### config.mk
export PLATFORM = sky130hd
export DESIGN_NAME = bus
export DESIGN_NICKNAME = d
export VERILOG_FILES = /design/src/rtl/bus.sv
export SDC_FILE = /design/constraint.sdc
export NUM_CORES = 1
export LEC_CHECK = 0
export BUFFER_PORTS_ARGS = -buffer_cell sky130_fd_sc_hd__buf_2
export CAP_MARGIN = 20
export CORE_AREA = 2 2 161 163
export CTS_BUF_LIST = sky130_fd_sc_hd__clkbuf_8 sky130_fd_sc_hd__clkbuf_16
export DETAILED_ROUTE_END_ITERATION = 10
export DIE_AREA = 0 0 163 165
export GPL_TIMING_DRIVEN = 1
export PLACE_DENSITY = 0.84
export SYNTH_ARGS = -nofsm -noshare
export SYNTH_HDL_FRONTEND = slang
export SYNTH_SLANG_ARGS = --single-unit
export TNS_END_PERCENT = 50
### constraint.sdc
create_clock -name clk_in -period 2.9 [get_ports clk_in]
set_clock_uncertainty 0.2 [all_clocks]
set_input_delay 0.435 -clock clk_in [delete_from_list [all_inputs] [get_ports clk_in]]
set_output_delay 0.435 -clock clk_in [all_outputs]
set_load 0.02 [all_outputs]
### src/rtl/bus.sv
// bus: single shared bus with round-robin grant and fixed transfer latency
//   clk_in            rising-edge clock
//   rst_l             asynchronous active-low reset
//   request_in_avail  per-source request level, held until accepted
//   addrs_in          per-source transfer address
//   request_dest      per-source destination index (values >= NUM_PROC are dropped)
//   processed_request one-cycle accept pulse to the granted source
//   request_out_avail one-cycle delivery pulse to the destination
//   addrs_out         per-destination address, holds last delivered value
module bus #(
  parameter int NUM_PROC = 4,
  parameter int LATENCY  = 4
) (
  input  logic                                    clk_in,
  input  logic                                    rst_l,
  input  logic [NUM_PROC-1:0]                     request_in_avail,
  input  logic [NUM_PROC-1:0][47:0]               addrs_in,
  input  logic [NUM_PROC-1:0][$clog2(NUM_PROC):0] request_dest,
  output logic [NUM_PROC-1:0]                     processed_request,
  output logic [NUM_PROC-1:0]                     request_out_avail,
  output logic [NUM_PROC-1:0][47:0]               addrs_out
);
  localparam int SW = $clog2(NUM_PROC);
  localparam int DW = SW + 1;
  localparam int CW = LATENCY > 1 ? $clog2(LATENCY) : 1;
  typedef enum logic {IDLE, BUSY} state_t;
  state_t                    state_q, state_d;
  logic [CW-1:0]             cnt_q, cnt_d;
  logic [SW-1:0]             last_q, last_d;
  logic [DW-1:0]             dest_q, dest_d;
  logic [47:0]               addr_q, addr_d;
  logic [NUM_PROC-1:0]       pr_q, pr_d;
  logic [NUM_PROC-1:0]       oa_q, oa_d;
  logic [NUM_PROC-1:0][47:0] ao_q, ao_d;
  logic                      found;
  logic [SW-1:0]             pick;
  // round-robin search starting just after the last granted source
  always_comb begin
    found = 1'b0;
    pick  = last_q;
    for (int k = 1; k <= NUM_PROC; k++) begin
      if (!found && request_in_avail[(int'(last_q) + k) % NUM_PROC]) begin
        found = 1'b1;
        pick  = SW'((int'(last_q) + k) % NUM_PROC);
      end
    end
  end
  always_comb begin
    state_d = state_q;
    cnt_d   = cnt_q;
    last_d  = last_q;
    dest_d  = dest_q;
    addr_d  = addr_q;
    pr_d    = '0;
    oa_d    = '0;
    ao_d    = ao_q;
    if (state_q == IDLE) begin
      if (found) begin
        state_d    = BUSY;
        last_d     = pick;
        dest_d     = request_dest[pick];
        addr_d     = addrs_in[pick];
        pr_d[pick] = 1'b1;
        cnt_d      = CW'(LATENCY - 1);
      end
    end else if (cnt_q != 0) begin
      cnt_d = cnt_q - CW'(1);
    end else begin
      state_d = IDLE;
      // out-of-range destinations match no port, so nothing is delivered
      for (int j = 0; j < NUM_PROC; j++) begin
        if (dest_q == DW'(j)) begin
          oa_d[j] = 1'b1;
          ao_d[j] = addr_q;
        end
      end
    end
  end
  always_ff @(posedge clk_in or negedge rst_l) begin
    if (!rst_l) begin
      state_q <= IDLE;
      cnt_q   <= '0;
      last_q  <= SW'(NUM_PROC - 1);
      dest_q  <= '0;
      addr_q  <= '0;
      pr_q    <= '0;
      oa_q    <= '0;
      ao_q    <= '0;
    end else begin
      state_q <= state_d;
      cnt_q   <= cnt_d;
      last_q  <= last_d;
      dest_q  <= dest_d;
      addr_q  <= addr_d;
      pr_q    <= pr_d;
      oa_q    <= oa_d;
      ao_q    <= ao_d;
    end
  end
  assign processed_request = pr_q;
  assign request_out_avail = oa_q;
  assign addrs_out         = ao_q;
endmodule

==> summary.md, run 1 <==
The final weighted congestion of routability-driven global placement is 0.881. The post-detailed-routing wire length was 33,600 um. After detailed routing, the average wire length per cell comes to 19.5 um. The post-synthesis instance area was 10,900 um2. Setup repair after global routing left no endpoint under its margin.

The tools report the final setup TNS as 0 ns. The capture point of the worst reg-to-reg path was addr_q[34]. The maximum buffer depth of the clock tree was 3; the final clock period utilization by the worst path was 95.5%. The beginning of the critical path was last_q[0]. The final HPWL from detailed placement is 23,200 um. The floorplan has 58 rows. IR analysis of the VDD net gives a maximum drop of 0.676 mV.

After detailed routing, the number of remaining DRC violations is 0. The tools report the sequential area share after synthesis as 59.1%. The leakage component of the power was 8.02 nW.

For the pin with the worst max-slew slack, the measured transition is 0.642 ns. The met1 wire length was 12,700 um; the maximum fanout count along the critical path was 8. In the final layout, the share of cells above drive strength 1 is 40.2%. In this run the count of I/O pins placed on the die edge is 410.

Summed over all layers, the global routing overflow is 0. Traced cell by cell, the critical path runs through or2b_1, o21ai_2, a221oi_4, buf_12, buf_4, mux2i_1, o221ai_1, dlygate4sd3_1. After clock tree synthesis, the clock-pin slew on the worst setup and hold paths is 0.06 ns. The number of global-route vias before repair is 9,544.

The cell sitting at the root of the clock tree is a clkbuf_16. The number of buffer and inverter instances along the worst setup path works out to 3. The first global-routing pass estimated 51,000 um of wire. The post-placement setup slack is 0.385 ns, and the core area is 25,000 um2. On the critical path, the stage with the largest delay is an instance of dfstp_2. At the later pin of the worst-skew pair, clock insertion delay measures 0.54 ns. The net count of the finished layout is 1,584. The tools report the die area as 26,900 um2. STA classifies the critical path startpoint as a register. The detail route stage leaves a number of antenna-violating nets equal to 0. Required time of the critical path: 3.12 ns.

For the routed length on met3, the log shows 2680 um. The horizontal die dimension was 163 um. The number of nets in the synthesized netlist is 1,158.

The cell type group with the largest total delay on the critical path was buffers and inverters. The setup path with the least slack is of type register to register. A synthesized cell averages 11.5 um2. The floorplan step set the die height to 165 um. Signal routing reaches up to met4. The tools report the core occupancy in the finished layout as 57.4%. The data arrival time of the critical path is 2.99 ns.

Setup violations remaining at the end of the flow were counted as 0. In this run the register-to-register setup slack is 0.13 ns. The number of violations reported at the end of detailed-routing iteration 0 came out at 692. The worst hold path terminates at addr_q[38].

The hold path startpoint was addrs_in[134]. For the initial antenna violation count, the log shows 1. The design draws 16.6 mW. The post-detailed-route via-to-cell ratio was 5.31; the maximum single-stage delay on the critical path was 0.59 ns.

For the worst flop-to-flop path, the logic depth is 8. Wire segments on met2 add up to 16,700 um in the final route. The synthesized instance count was 947; the number of levels in the clock H-tree was 1. Number of buffers inserted during clock tree synthesis: 27.

Count of filler cells inserted in the layout: 2,042. The tree built by TritonCTS fans out to 256 sinks. The worst pin sits at a relative slew slack of 57.2%.

The post-layout minimum cycle time is 2.77 ns, and the number of hold violations in the final report is 0. The run gives 32 as the number of different library cells in the post-synthesis netlist. The first detailed-routing pass ran for 5 iterations. The min-delay analysis places its worst path in the category primary input to register.

Register bit count reported by yosys: 256. After layout, the worst setup slack is 0.130 ns. The number of max-capacitance violations reported was 0. TritonCTS built the clock tree. The worst setup path is captured at a register. The number of stages on the worst hold path is 3. For the global-route usage over all layers, the log shows 24.3%. The flow ran to the end, and the final reports show no timing, DRC or antenna violations. The max-slew violation count is 0. For this run, the number of Yosys warnings is 0. In this run the power density over the cells is 1160 nW/um2. The maximum number of pins on one net before global-route repair came out at 82. The count of buffers from port buffering is 409.

Once the floorplan was initialized, standard cells occupied 43.3% of the core. The number of resized instances in the post-cts repair step is 0. The routed layout has 9,157 vias.

In this run the critical register-to-register path is launched from last_q[0]. The maximum operating frequency was 361 MHz; the growth of design area from synthesis to finish was 32.5%.
worst max path at each step:
| stage | end | cells after the start | slack [ns] |
|---|---|---|---|
| floorplan | addrs_out[134] | 7 | 0.83 |
| global placement | addr_q[31] | 8 | 0.50 |
| detailed placement | addr_q[28] | 8 | 0.39 |
| CTS | addr_q[34] | 8 | 0.04 |
| global route | addr_q[34] | 8 | 0.04 |
| finish | addr_q[34] | 8 | 0.13 |
sequential cells by signal, summed over array words and instances (netlist names):
name and flops:
state_q 1, cnt_q 2, dest_q 3, processed_request 4
request_out_avail 4, addr_q 48, addrs_out 192, last_q 2
kinds of logic after synthesis:
logic type                 Yosys count  share of synthesized area (%)
DFF                                256                           59.1
and+or+nand+nor                    363                           12.9
buffers and inverters               66                           3.57
adders and majority gates            1                          0.115
muxes                              199                           19.5
AOI/OAI and AO/OA                   62                           4.84
cells in the final DEF (no fill, tap or decap), drive strengths merged:
master and count:
a21o 1, a21oi 2, a221o 1, a221oi 1, buf 444, clkbuf 37
clkinv 1, dfrtp 254, dfstp 2, diode 1, dlygate4sd3 13, ha 1
inv 17, mux2 97, mux2i 102, nand2 345, nand2b 4, nand3 1
nand3b 1, nor2 7, nor4 1, nor4b 1, o21a 1, o21ai 5
o221ai 51, or2b 1, or3 1, or3b 1
routing by layer:
| layer | global-route usage [%] | vias up |
|---|---|---|
| met5 | 0 | - |
| met4 | 11.4 | 0 |
| met3 | 5.42 | 103 |
| met2 | 42.0 | 471 |
| met1 | 29.0 | 4522 |
| li1 | - | 4061 |
power by group:
part	leakage, nW	switching (mW)	internal [mW]
clock	0.464	1.38	1.91
sequential	3.28	1.20	5.13
combinational	4.28	4.20	2.80
through the flow:
step | cell area, um2 | hold WS [ns] | instances
final | 14400 | 0.0257 | 1724
after global routing | 14400 | 0.0250 | 1724
after CTS | 14300 | 0.000534 | 1717
after detailed placement | 13300 | 0.256 | 1655
after global placement | 13300 | 0.252 | 1655
after floorplan | 10900 | -0.0606 | 947
timing repair:
action | 4_1_cts | 5_1_grt
hold buffers | 13 | 0
buffers inserted | 0 | 5
endpoints found under the setup margin | 0 | 2
endpoints found under the hold margin | 80 | 0
layout make-up:
type	count	area (um2)	area share, %
Inverter	5	18.8	0.131
Antenna cell	1	2.50	0.0174
Tap cell	330	413	2.87
Timing Repair Buffer	458	2590	18.0
Clock buffer	36	800	5.56
Clock inverter	13	55.1	0.383
Multi-Input combinational cell	625	4090	28.4
Sequential cell	256	6410	44.6
synth_stat cells:
master,instances,area (um2)
dfrtp_1,254,6360
o21a_1,1,7.51
a21o_1,1,7.51
buf_12,6,120
buf_2,13,65.1
nor4b_2,1,15.0
nor2_1,7,26.3
or3_1,1,6.26
nand2b_1,4,25.0
inv_1,3,11.3
o21ai_2,1,8.76
dfstp_2,2,52.6
ha_1,1,12.5
o221ai_1,51,447
mux2i_1,102,1020
mux2_1,33,372
clkbuf_1,35,131
clkbuf_4,4,30.0
o21ai_1,2,10.0
nand2_1,345,1290
buf_4,3,22.5
o21ai_0,2,10.0
a221oi_2,1,15.0
nand3_1,1,5.00
nand3b_1,1,7.51
nor4_1,1,6.26
inv_2,2,7.51
a21oi_1,2,10.0
or3b_1,1,8.76
or2b_1,1,7.51
mux2_2,64,721
a221o_1,1,10.0
tightest hold or removal path, stage by stage:
cell	delay [ns]
buf_2	0.07
mux2i_1	0.06
o221ai_1	0.15
No activity file was read; power rests on OpenSTA's default activity.
==> inputs of run 2 (changes only) <==
REMOVE_ABC_BUFFERS = 1   (was unset)
==> run 2 against run 1 <==
- non-clock buffer count is 26 lower
- critical path depth is 2 lower
- sequential share of layout area is 0.63 points higher
- highest routed layer unchanged
==> summary.md, run 2 (same netlist as run 1, synthesis figures left out) <==
The growth of design area from synthesis to finish works out to 30.6%. The final net count was 1,558 (-1.6%); the number of resized instances in the post-cts repair step was 0 (unchanged). Number of stages on the worst hold path: 3 (unchanged). For the initial core utilization, the log shows 43.3% (unchanged). The post-layout minimum cycle time was 2.46 ns (-0.310 ns); the number of routed nets with antenna violations was 0 (unchanged). The first-pass iteration count of the detailed router was 5 (unchanged). The logs give 9,048 (-5.2%) for the number of global-route vias before repair and 0.44 ns (+0.31 ns) for the reg-to-reg setup timing slack. The detailed-route wire length per cell is 18.5 um (-4.9%). The final weighted congestion of routability-driven global placement is 0.788 (-11%). For the total number of vias, the log shows 8,827 (-3.6%). The tools report the max-slew violation count as 0 (unchanged). The run finished with clean final reports.

The flip-flop count of the largest register after layout works out to 192 (unchanged). The horizontal die dimension came out at 163 um (unchanged). The share of post-route cells with drive strength above 1 works out to 40.3% (+0.078 points).

The clock sink total is 256 (unchanged). The global-route usage over all layers was 22.9% (-1.5 points); the clock transition at the registers of the reported paths was 0.06 ns (about the same). The core area was 25,000 um2 (unchanged). Later-pin clock latency in the skew report: 0.53 ns (about the same). The final-report setup violation count is 0 (unchanged).

The logs give 27 (unchanged) for the number of buffers inserted during clock tree synthesis and 0 (-1) for the antenna cell count. For the instance area after placement, the log shows 13,300 um2 (-0.45%). The run gives 0.440 ns (+0.0543 ns) as the post-placement setup slack. For the worst setup slack after layout, the log shows 0.440 ns (+0.310 ns).

Wire length of the first global-routing pass: 48,000 um (-5.9%). The tools report the die area as 26,900 um2 (unchanged). The maximum fanout count along the critical path is 43 (+35).

The core occupancy in the finished layout was 56.6% (-0.80 points); the number of buffers added to fix hold violations after cts was 1 (-12). The run gives 410 (unchanged) as the number of primary I/O pins. The tools report the setup fix buffers added after clock tree synthesis as 0 (unchanged). The run gives 16.5 mW (-0.89%) as the power after layout. The library cells used most frequently in the layout, excluding fill and tap cells, are buf_2, nand2_1, dfrtp_1. The critical path in this run is classified as register to register. TritonCTS built the clock tree. The power per unit of standard cell area was 1160 nW/um2 (+0.51%). Post-detailed-route via-to-cell ratio: 5.21 (-1.8%). The number of hold violations in the final report was 0 (unchanged). The logs give 2.61 ns (-0.38 ns) for the data arrival time of the critical path and 0 (-1) for the initial antenna violation count. The cell depth of the worst flop-to-flop path came out at 6 (-2). Leaving out fill and tap cells, the most frequent cell in the layout is buf_2.

The count of buffers from port buffering is 409 (unchanged). Kind of start point of the critical path: a register. The die boundary height works out to 165 um (unchanged). The critical path starts at last_q[0].

The number of levels in the clock H-tree is 1 (unchanged), and the worst relative slew slack is 47.5% (-9.7 points). For the maximum operating frequency, the log shows 406 MHz (+13%). The tightest min-delay check is of the primary input to register type. The tools report the number of max-capacitance violations reported as 0 (unchanged). The tools report the hold path startpoint as request_dest[11]. The maximum number of pins on one net before global-route repair is 74 (-9.8%).

The worst hold slack across all endpoints is 0.0196 ns (-0.00608 ns). The placement row count came out at 58 (unchanged). For the DRC violation count after routing, the log shows 0 (unchanged). Worst hold path endpoint: dest_q[2]. In this run the critical register-to-register path is captured at addr_q[7]. The remaining global-route overflow is 0 (unchanged), and the final instance area is 14,200 um2 (-1.4%). In this run the critical register-to-register path is launched from last_q[0]. Setup repair after global routing left no endpoint under its margin. Final clock period utilization by the worst path: 84.8% (-11 points).

Final HPWL from detailed placement: 21,200 um (-8.6%). The slew at the pin closest to its max-slew limit works out to 0.787 ns (+0.145 ns). The leakage component of the power is 7.89 nW (-1.7%). The tools report the number of violations reported at the end of detailed-routing iteration 0 as 568 (-18%).

The post-detailed-routing wire length was 31,400 um (-6.6%); the maximum buffer depth of the clock tree was 3 (unchanged). The tree is rooted in a clkbuf_16. The tools report the worst IR drop on VDD as 0.609 mV (-10%).

The type of element capturing the critical path is a register. Required time of the critical path: 3.05 ns (-0.07 ns).
==> run 2: cell count changes in the layout (fill, tap and decap cells not counted), moves of 2 or more <==
cell / delta
inv_1: -7
buf_4: -13
bufinv_16: +3
clkinv_2: +2
dlygate4sd3_1: -12
clkbuf_8: -2
==> run 2: worst max path at each step <==
stage / end / depth (start not counted)
6_report: addr_q[7] / 6
5_1_grt: addr_q[18] / 6
4_1_cts: addr_q[18] / 6
3_5_place_dp: addr_q[38] / 7
3_3_place_gp: addr_q[21] / 7
2_1_floorplan: addr_q[0] / 4
==> run 2: per-layer routing <==
metal,GRT usage [%],routed length (um)
met5,0,0
met4,8.13,1080
met3,4.27,2250
met2,40.8,15800
met1,27.8,12200
==> run 2: metrics by stage <==
step           instances  TNS, ns
6_report            1693        0
5_1_grt             1693        0
4_1_cts             1693        0
3_5_place_dp        1647        0
3_3_place_gp        1647        0
2_1_floorplan        886  -495.73
==> run 2: final cells by class <==
cell class              instances  area, um2
clock buffers                  34        772
clock inverters                11        128
fillers                      2078      10900
inverters                       5       18.8
multi-input cells             625       4090
flip-flops and latches        256       6410
well taps                     330        413
repair buffers                432       2340
==> run 2: power breakdown <==
part | switching (mW) | internal [mW]
Sequential | 1.15 | 5.13
Clock | 1.36 | 2.12
Combinational | 4.09 | 2.62
Total | 6.60 | 9.88
==> run 2: worst max-delay path, cell delays in order, from the launching register on <==
cell and delay [ns]:
dfstp_2 0.58, or2b_1 0.15, o21ai_2 0.08, a221oi_4 0.40
buf_12 0.31, mux2i_1 0.30, o221ai_1 0.17
